## config.mk

```make
export PLATFORM = sky130hd
export DESIGN_NAME = booth_product_accumulator_flat
export DESIGN_NICKNAME = d
export VERILOG_FILES = /design/src/rtl/booth_product_accumulator_if.sv /design/src/rtl/booth_product_accumulator.sv /design/src/flat_wrapper.sv
export SDC_FILE = /design/constraint.sdc
export NUM_CORES = 1
export LEC_CHECK = 0
export CAP_MARGIN = 40
export CORE_MARGIN = 5
export CORE_UTILIZATION = 47
export CTS_CLUSTER_SIZE = 25
export DETAILED_ROUTE_END_ITERATION = 16
export PLACE_DENSITY_LB_ADDON = 0.2
export REMOVE_ABC_BUFFERS = 1
export SLEW_MARGIN = 40
export SYNTH_ARGS = -nofsm -noshare
export SYNTH_HDL_FRONTEND = slang
export SYNTH_SLANG_ARGS = --single-unit
```

## constraint.sdc

```tcl
create_clock -name clk -period 3.2 [get_ports clk]
set_input_delay 0.8 -clock clk [delete_from_list [all_inputs] [get_ports clk]]
set_output_delay 0.8 -clock clk [all_outputs]
set_load 0.01 [all_outputs]
```

## src/rtl/booth_product_accumulator_if.sv

```systemverilog
// Handshake bundle between the Booth multiplier, the accumulator and the result consumer.
interface booth_product_accumulator_if #(
    parameter int ACC_W = 12,
    parameter int CNT_W = 8
);
    logic [7:0]       prod;
    logic             prod_valid;
    logic             prod_ready;
    logic [ACC_W-1:0] acc_out;
    logic             acc_valid;
    logic             acc_ready;
    logic             acc_ovf;
    logic [CNT_W-1:0] frame_cnt;

    // Accumulator side
    modport slave (
        input  prod, prod_valid, acc_ready,
        output prod_ready, acc_out, acc_valid, acc_ovf, frame_cnt
    );

    // Producer/consumer side
    modport master (
        output prod, prod_valid, acc_ready,
        input  prod_ready, acc_out, acc_valid, acc_ovf, frame_cnt
    );
endinterface

```

## src/rtl/booth_product_accumulator.sv

```systemverilog
// Frame accumulator: sums FRAME_LEN signed 8-bit products into an ACC_W-bit
// wrapping accumulator, then holds the sum plus a sticky overflow flag until
// the consumer takes it.
module booth_product_accumulator #(
    parameter int ACC_W     = 12,
    parameter int FRAME_LEN = 4,
    parameter int CNT_W     = 8
) (
    input  logic clk,
    input  logic rst_n,
    input  logic clear,
    booth_product_accumulator_if.slave bus
);
    typedef enum logic {ST_ACCUM = 1'b0, ST_HOLD = 1'b1} state_t;

    localparam logic [CNT_W-1:0] LAST = CNT_W'(FRAME_LEN - 1);

    state_t           state_q, state_d;
    logic [ACC_W-1:0] acc_q, acc_d;
    logic             ovf_q, ovf_d;
    logic [CNT_W-1:0] cnt_q, cnt_d;

    logic [ACC_W-1:0] prod_ext;
    logic [ACC_W-1:0] sum;
    logic             ovf_add;
    logic             accept;

    assign prod_ext = ACC_W'($signed(bus.prod));
    assign sum      = acc_q + prod_ext;
    // Signed overflow: operands agree in sign, result does not.
    assign ovf_add  = (acc_q[ACC_W-1] == prod_ext[ACC_W-1]) &&
                      (sum[ACC_W-1] != acc_q[ACC_W-1]);
    assign accept   = bus.prod_valid & bus.prod_ready;

    // State and datapath registers; reset wins over everything.
    always_ff @(posedge clk) begin
        if (!rst_n) begin
            state_q <= ST_ACCUM;
            acc_q   <= '0;
            ovf_q   <= 1'b0;
            cnt_q   <= '0;
        end else begin
            state_q <= state_d;
            acc_q   <= acc_d;
            ovf_q   <= ovf_d;
            cnt_q   <= cnt_d;
        end
    end

    // Next state: clear aborts the frame and discards any coincident handshake.
    always_comb begin
        state_d = state_q;
        acc_d   = acc_q;
        ovf_d   = ovf_q;
        cnt_d   = cnt_q;
        if (clear) begin
            state_d = ST_ACCUM;
            acc_d   = '0;
            ovf_d   = 1'b0;
            cnt_d   = '0;
        end else begin
            case (state_q)
                ST_ACCUM: begin
                    if (accept) begin
                        acc_d = sum;
                        ovf_d = ovf_q | ovf_add;
                        if (cnt_q == LAST) begin
                            cnt_d   = '0;
                            state_d = ST_HOLD;
                        end else begin
                            cnt_d = cnt_q + 1'b1;
                        end
                    end
                end
                ST_HOLD: begin
                    if (bus.acc_ready) begin
                        state_d = ST_ACCUM;
                        acc_d   = '0;
                        ovf_d   = 1'b0;
                        cnt_d   = '0;
                    end
                end
                default: state_d = ST_ACCUM;
            endcase
        end
    end

    // Outputs decoded from registered state only, so no input-to-output path.
    always_comb begin
        bus.prod_ready = (state_q == ST_ACCUM);
        bus.acc_valid  = (state_q == ST_HOLD);
        bus.acc_out    = acc_q;
        bus.acc_ovf    = ovf_q;
        bus.frame_cnt  = cnt_q;
    end
endmodule

```

## src/flat_wrapper.sv

```systemverilog
// flat-port wrapper written by rule: the top's interface ports become plain ports
module booth_product_accumulator_flat 
#(
    parameter int ACC_W     = 12,
    parameter int FRAME_LEN = 4,
    parameter int CNT_W     = 8
)
  (clk, rst_n, clear, bus_prod, bus_prod_valid, bus_acc_ready, bus_prod_ready, bus_acc_out, bus_acc_valid, bus_acc_ovf, bus_frame_cnt);
  booth_product_accumulator_if #(.ACC_W(ACC_W), .CNT_W(CNT_W)) bus_i ();
  input  logic clk;
  input  logic rst_n;
  input  logic clear;
  input wire logic [$bits(bus_i.prod)-1:0] bus_prod;
  input wire logic [$bits(bus_i.prod_valid)-1:0] bus_prod_valid;
  input wire logic [$bits(bus_i.acc_ready)-1:0] bus_acc_ready;
  output wire logic [$bits(bus_i.prod_ready)-1:0] bus_prod_ready;
  output wire logic [$bits(bus_i.acc_out)-1:0] bus_acc_out;
  output wire logic [$bits(bus_i.acc_valid)-1:0] bus_acc_valid;
  output wire logic [$bits(bus_i.acc_ovf)-1:0] bus_acc_ovf;
  output wire logic [$bits(bus_i.frame_cnt)-1:0] bus_frame_cnt;
  assign bus_i.prod = bus_prod;
  assign bus_i.prod_valid = bus_prod_valid;
  assign bus_i.acc_ready = bus_acc_ready;
  assign bus_prod_ready = bus_i.prod_ready;
  assign bus_acc_out = bus_i.acc_out;
  assign bus_acc_valid = bus_i.acc_valid;
  assign bus_acc_ovf = bus_i.acc_ovf;
  assign bus_frame_cnt = bus_i.frame_cnt;
  booth_product_accumulator #(.ACC_W(ACC_W), .FRAME_LEN(FRAME_LEN), .CNT_W(CNT_W)) u_core (.clk(clk), .rst_n(rst_n), .clear(clear), .bus(bus_i));
endmodule
```

# --- After elaboration in Yosys (flattened, before gate mapping) ---
# Cells that the tools add are included.
# W data, S select, Z words.
op_classes:
  add_sub_neg: 2
  n_eq_ne: 5
  n_reduce_logical: 3
  n_mux: 14
  bitwise: 4
ops:
  columns: ["op", "n"]
  rows:
  - ["$mux W12", 2]
  - ["$mux W8", 3]
  - ["$pmux W12 S2", 1]
  - ["$pmux W8 S2", 1]
  - ["$add A12 B12 Y12", 1]
  - ["$add A8 B1 Y8 const B", 1]
  - ["$eq A8 B2 Y1 const B", 1]
  - ["$mux W1", 5]
  - ["$ne A2 B2 Y1 const B", 2]
  - ["$pmux W1 S2", 2]
  - ["$not A1 Y1", 2]
  - ["$reduce_and A2 Y1", 1]
  - ["$reduce_or A2 Y1", 1]
  - ["$and A1 B1 Y1", 1]
  - ["$eq A1 B1 Y1", 1]
  - ["$logic_and A1 B1 Y1", 1]
  - ["$ne A1 B1 Y1", 1]
  - ["$or A1 B1 Y1", 1]
totals:
  inputBits: 13
  ff_bits: 22
  output_inout_bits: 23

# --- Logic depth before layout (Yosys ltp) ---
# Gate-level depths: netlist (run 1).
depth:
  ltp_word: 6
  ltp_mapped: 8
  ltp_nobuf: 8

# --- Worst setup path after synthesis (run 1) ---
# No wires, ideal clock.
synth_path:
  kind: "input-to-reg"
  from: "input port bus_prod[4]"
  to: "register u_core.acc_q[11], in the netlist u_core.bus.acc_out[11]"
  setup_time_ns: 0.074
  setup_slack_ns: 0.416
  path_buffers: 0
  t_arrival_ns: 2.710
  cell_stages: 7
  cell_sequence: "ha_1 nand2_2 o311a_1 or4_1 mux2_4 a211o_1 a31oi_1"
synth_between:
  elab_chain_cells: 3
synth_rtl:
  columns: ["element", "line_no", "source"]
  rows:
  - ["from (decl)", "flat_wrapper.sv:13", "input wire logic [$bits(bus_i.prod)-1:0] bus_prod;"]
  - ["$add A12 B12 Y12", "booth_product_accumulator.sv:29", "assign sum = acc_q + prod_ext;"]
  - ["$mux W12", "booth_product_accumulator.sv:64", "if (accept) begin"]
  - ["$pmux W12 S2", "booth_product_accumulator.sv:62", "case (state_q)"]
  - ["to (signal assigned)", "booth_product_accumulator.sv:39", "acc_q <= '0;"]
  - ["to (signal assigned)", "booth_product_accumulator.sv:44", "acc_q <= acc_d;"]
  - ["to (decl)", "booth_product_accumulator.sv:19", "logic [ACC_W-1:0] acc_q, acc_d;"]
# Every way passes these cells. The select of a mux whose other input is x is not followed.
# A chain may end at the register's enable or synchronous reset.

# --- Worst setup path in the final report (run 1) ---
layout_path:
  from: "input port bus_prod[6]"
  to: "register u_core.acc_q[11], in the netlist u_core.bus.acc_out[11]"
# The elaborated chain is that of the path after synthesis.

==> flow_summary.yaml, run 1 <==
clock_tree:
  hold_buffers: 0
  clk_latency_ps: 330
  cts-htree-levels: 1
  numClockSinks: 22
  path_clk_slew_ps: 150
  cts_made_buffers: 3
  ctsResizeCount: 0
  cts_setup_buffers: 0
  cts_tree: "built"
  root_buffer: "clkbuf_4"
  clock_tree.buffer_depth: 2
yosys:
  yosysSeqAreaShare_pct: 31.7
  synth.distinct_cells: 42
  ys_warn_count: 0
  netlist_instances: 159
  syn_area_sq_mm: 0.00139
  synthArstFlopShare_pct: 0
  syn_area_per_cell_sq_um: 8.73
  synth_edf_count: 0
  yosys_register_bits: 22
  yosys-top-cells-area: "dfxtp_1, ha_1, a21oi_1"
  synth_commonest_cells: "dfxtp_1, nor2_1, a21oi_1"
  ys.flop_type: "dfxtp_1"
  yosysMostFrequentCell: "dfxtp_1"
  synth_top_area_cell: "dfxtp_1"
  synth.top_cell.area_share_pct: 31.7
place:
  dp_hpwl_mm: 2.85
  place_congestion: 0.913
  placedInstanceArea_sq_mm: 0.00184
  place_ws_ps: -25.8
  port_buffers: 35
grt:
  grt_pass1_vias: 1429
  grt_overflow_total: 0
  grt_pass1_wl_mm: 6.12
  antenna_found_initial: 0
  grt_usage_pct: 18.2
  grt_start_max_net_pins: 15
cells_and_area:
  area_growth_pct: 36.4
  drive_above_1_share_pct: 10.2
  multi_input_area_sq_um: 911
  nNetsFinal: 233
  antenna_cells: 0
  fin_area_sq_mm: 0.00189
  regArea_sq_um: 440
  nFillCells: 267
power:
  vdd_drop_max_mv: 0.215
  p_total_uw: 706
  leakagePower_uw: 0.000816
  power_density_mw_per_mm2: 373
setup_path:
  worst_path_max_delay_cell: "a21boi_0"
  path_cells: "clkdlybuf4s50_1, ha_1, a21oi_1, a21boi_0, o31ai_1, mux2_4, a211o_1, a31oi_1"
  rr_startpoint: "u_core.bus.frame_cnt[0]"
  critical_path_buf_inv_count: 1
  slowest_delay_ps: 580
  required_ps: 3470
  crit_start: "bus_prod[6]"
  worstPathArrival_ps: 3120
  crit_path_end_kind: "flip-flop"
  cp_max_fo: 5
  cp_top_family: "compound AO/OA/AOI/OAI gates"
  cp-start-kind: "primary input"
  crit_type: "primary input to flip-flop"
die:
  die_height_um: 64.4
  num_rows: 19
  io_pins: 36
  dieWidth_um: 64.4
  start_util_pct: 49.5
  die_area_sq_mm: 0.00414
  fp.coreArea_sq_mm: 0.00281
timing:
  period_needed_ps: 2850
  rsz0062_at_grt: "false"
  finalHoldViolations: 0
  fin_crit_sh_pct: 89.0
  max_freq_ghz: 0.351
  finalSetupViolations: 0
  slew_headroom_pct: 55.7
  tightest_slew_ps: 658
  drv_slew: 0
  finClkSkew_ps: 12.9
  fin_ws_ps: 352
route:
  drc: 0
  drt-pass1-iter-count: 4
  wl_mm: 3.70
  vias: 1405
  antenna_left: 0
  wire_per_inst_um: 15.6
  routed_via_density: 5.93
  drt_iter0_markers: 73
run:
  drv_cap: 0
min_path:
  hold_class: "flip-flop to flip-flop"
  hp-start: "u_core.bus.acc_ovf"
status:
  status: "complete, no violations"
sequential cells by signal (all words and copies together), names as in the netlist:
name,flops
u_core.bus.acc_ovf,1
u_core.bus.acc_valid,1
u_core.bus.acc_out,12
u_core.bus.frame_cnt,8
worst paths after layout:
path | endpoint | slack (ps) | cells after the start
worst max-delay path | u_core.bus.acc_out[11] | 350 | 8
worst min-delay path | u_core.bus.acc_ovf | 470 | 2
worst max register to register | u_core.bus.frame_cnt[5] | 850 | 7
worst min register to register | u_core.bus.acc_ovf | 470 | 2
through the flow:
step | TNS (ps) | std cells | hold WS, ps | util [%]
3_3_place_gp | 0 | 233 | 458 | 65.7
4_1_cts | 0 | 237 | 474 | 67.5
2_1_floorplan | 0 | 156 | 486 | -
6_report | 0 | 237 | 470 | 67.5
3_5_place_dp | -25.8 | 233 | 457 | 65.7
5_1_grt | 0 | 237 | 510 | 67.5
kinds of logic (layout without fill, tap and decap cells):
kind of cell | count (synthesis) | count (layout) | synth area share, %
AOI/OAI and AO/OA | 60 | 60 | 29.6
xor gates and xnor gates | 9 | 9 | 5.68
buffers and inverters | 8 | 55 | 2.70
adders and majority gates | 13 | 13 | 12.3
muxes | 2 | 2 | 1.80
DFF | 22 | 22 | 31.7
and+or+nand+nor | 45 | 45 | 16.2
cell type report:
type	instances	share of cell area, %
tap	31	2.05
clock buffer	3	1.19
clock inverter	1	1.59
multi-input combinational	129	48.1
inverter	5	0.991
timing repair buffer	46	22.9
sequential	22	23.2
layer usage:
metal  vias to the layer above  GRT usage (%)  wire (um)
met5                         -              0          0
met2                        44           34.9       1950
met1                       664           19.5       1510
met4                         0           5.54         40
met3                         4           4.20        199
li1                        693              -          -
placed cells by master (no fill, tap or decap), types with 3 or more instances in the layout:
| cell type | Yosys | layout |
|---|---|---|
| a22oi_1 | 6 | 6 |
| a22o_1 | 7 | 7 |
| xor2_1 | 4 | 4 |
| nor2_1 | 18 | 18 |
| buf_4 | 0 | 11 |
| o21ai_0 | 6 | 6 |
| nand3_1 | 3 | 3 |
| a21o_1 | 6 | 6 |
| dfxtp_1 | 22 | 22 |
| and3_1 | 3 | 3 |
| a211oi_1 | 3 | 3 |
| nand2b_1 | 3 | 3 |
| clkdlybuf4s50_1 | 0 | 35 |
| ha_1 | 12 | 12 |
| a21oi_1 | 16 | 16 |
| clkbuf_4 | 0 | 3 |
| nand2_1 | 6 | 6 |
| xnor2_1 | 5 | 5 |
| inv_1 | 5 | 5 |
| o31ai_1 | 5 | 5 |
worst register-to-register path, cell delays in order (launching register included):
cell and delay, ps:
dfxtp_1 410, ha_1 220, or4b_2 590, nor4_1 360, nand2b_1 290, o21ai_0 150
a21oi_1 190, nor2_1 50
report_power, final:
| group | switching, uW | internal, uW | total, uW |
|---|---|---|---|
| clock | 100 | 127 | 227 |
| sequential | 13.9 | 287 | 301 |
| combinational | 83.0 | 94.6 | 178 |
| total | 197 | 509 | 706 |
Note: power is estimated with default switching activity, not from simulation.
==> run 2: changes to the inputs <==
--- a/config.mk
+++ b/config.mk
@@ -10,6 +10,7 @@
 export CORE_UTILIZATION = 47
 export CTS_CLUSTER_SIZE = 25
 export DETAILED_ROUTE_END_ITERATION = 16
+export GPL_ROUTABILITY_DRIVEN = 0
 export PLACE_DENSITY_LB_ADDON = 0.2
 export REMOVE_ABC_BUFFERS = 1
 export SLEW_MARGIN = 40
==> results of run 2 <==
The final DEF is identical to that of run 1; final timing and power are the same.
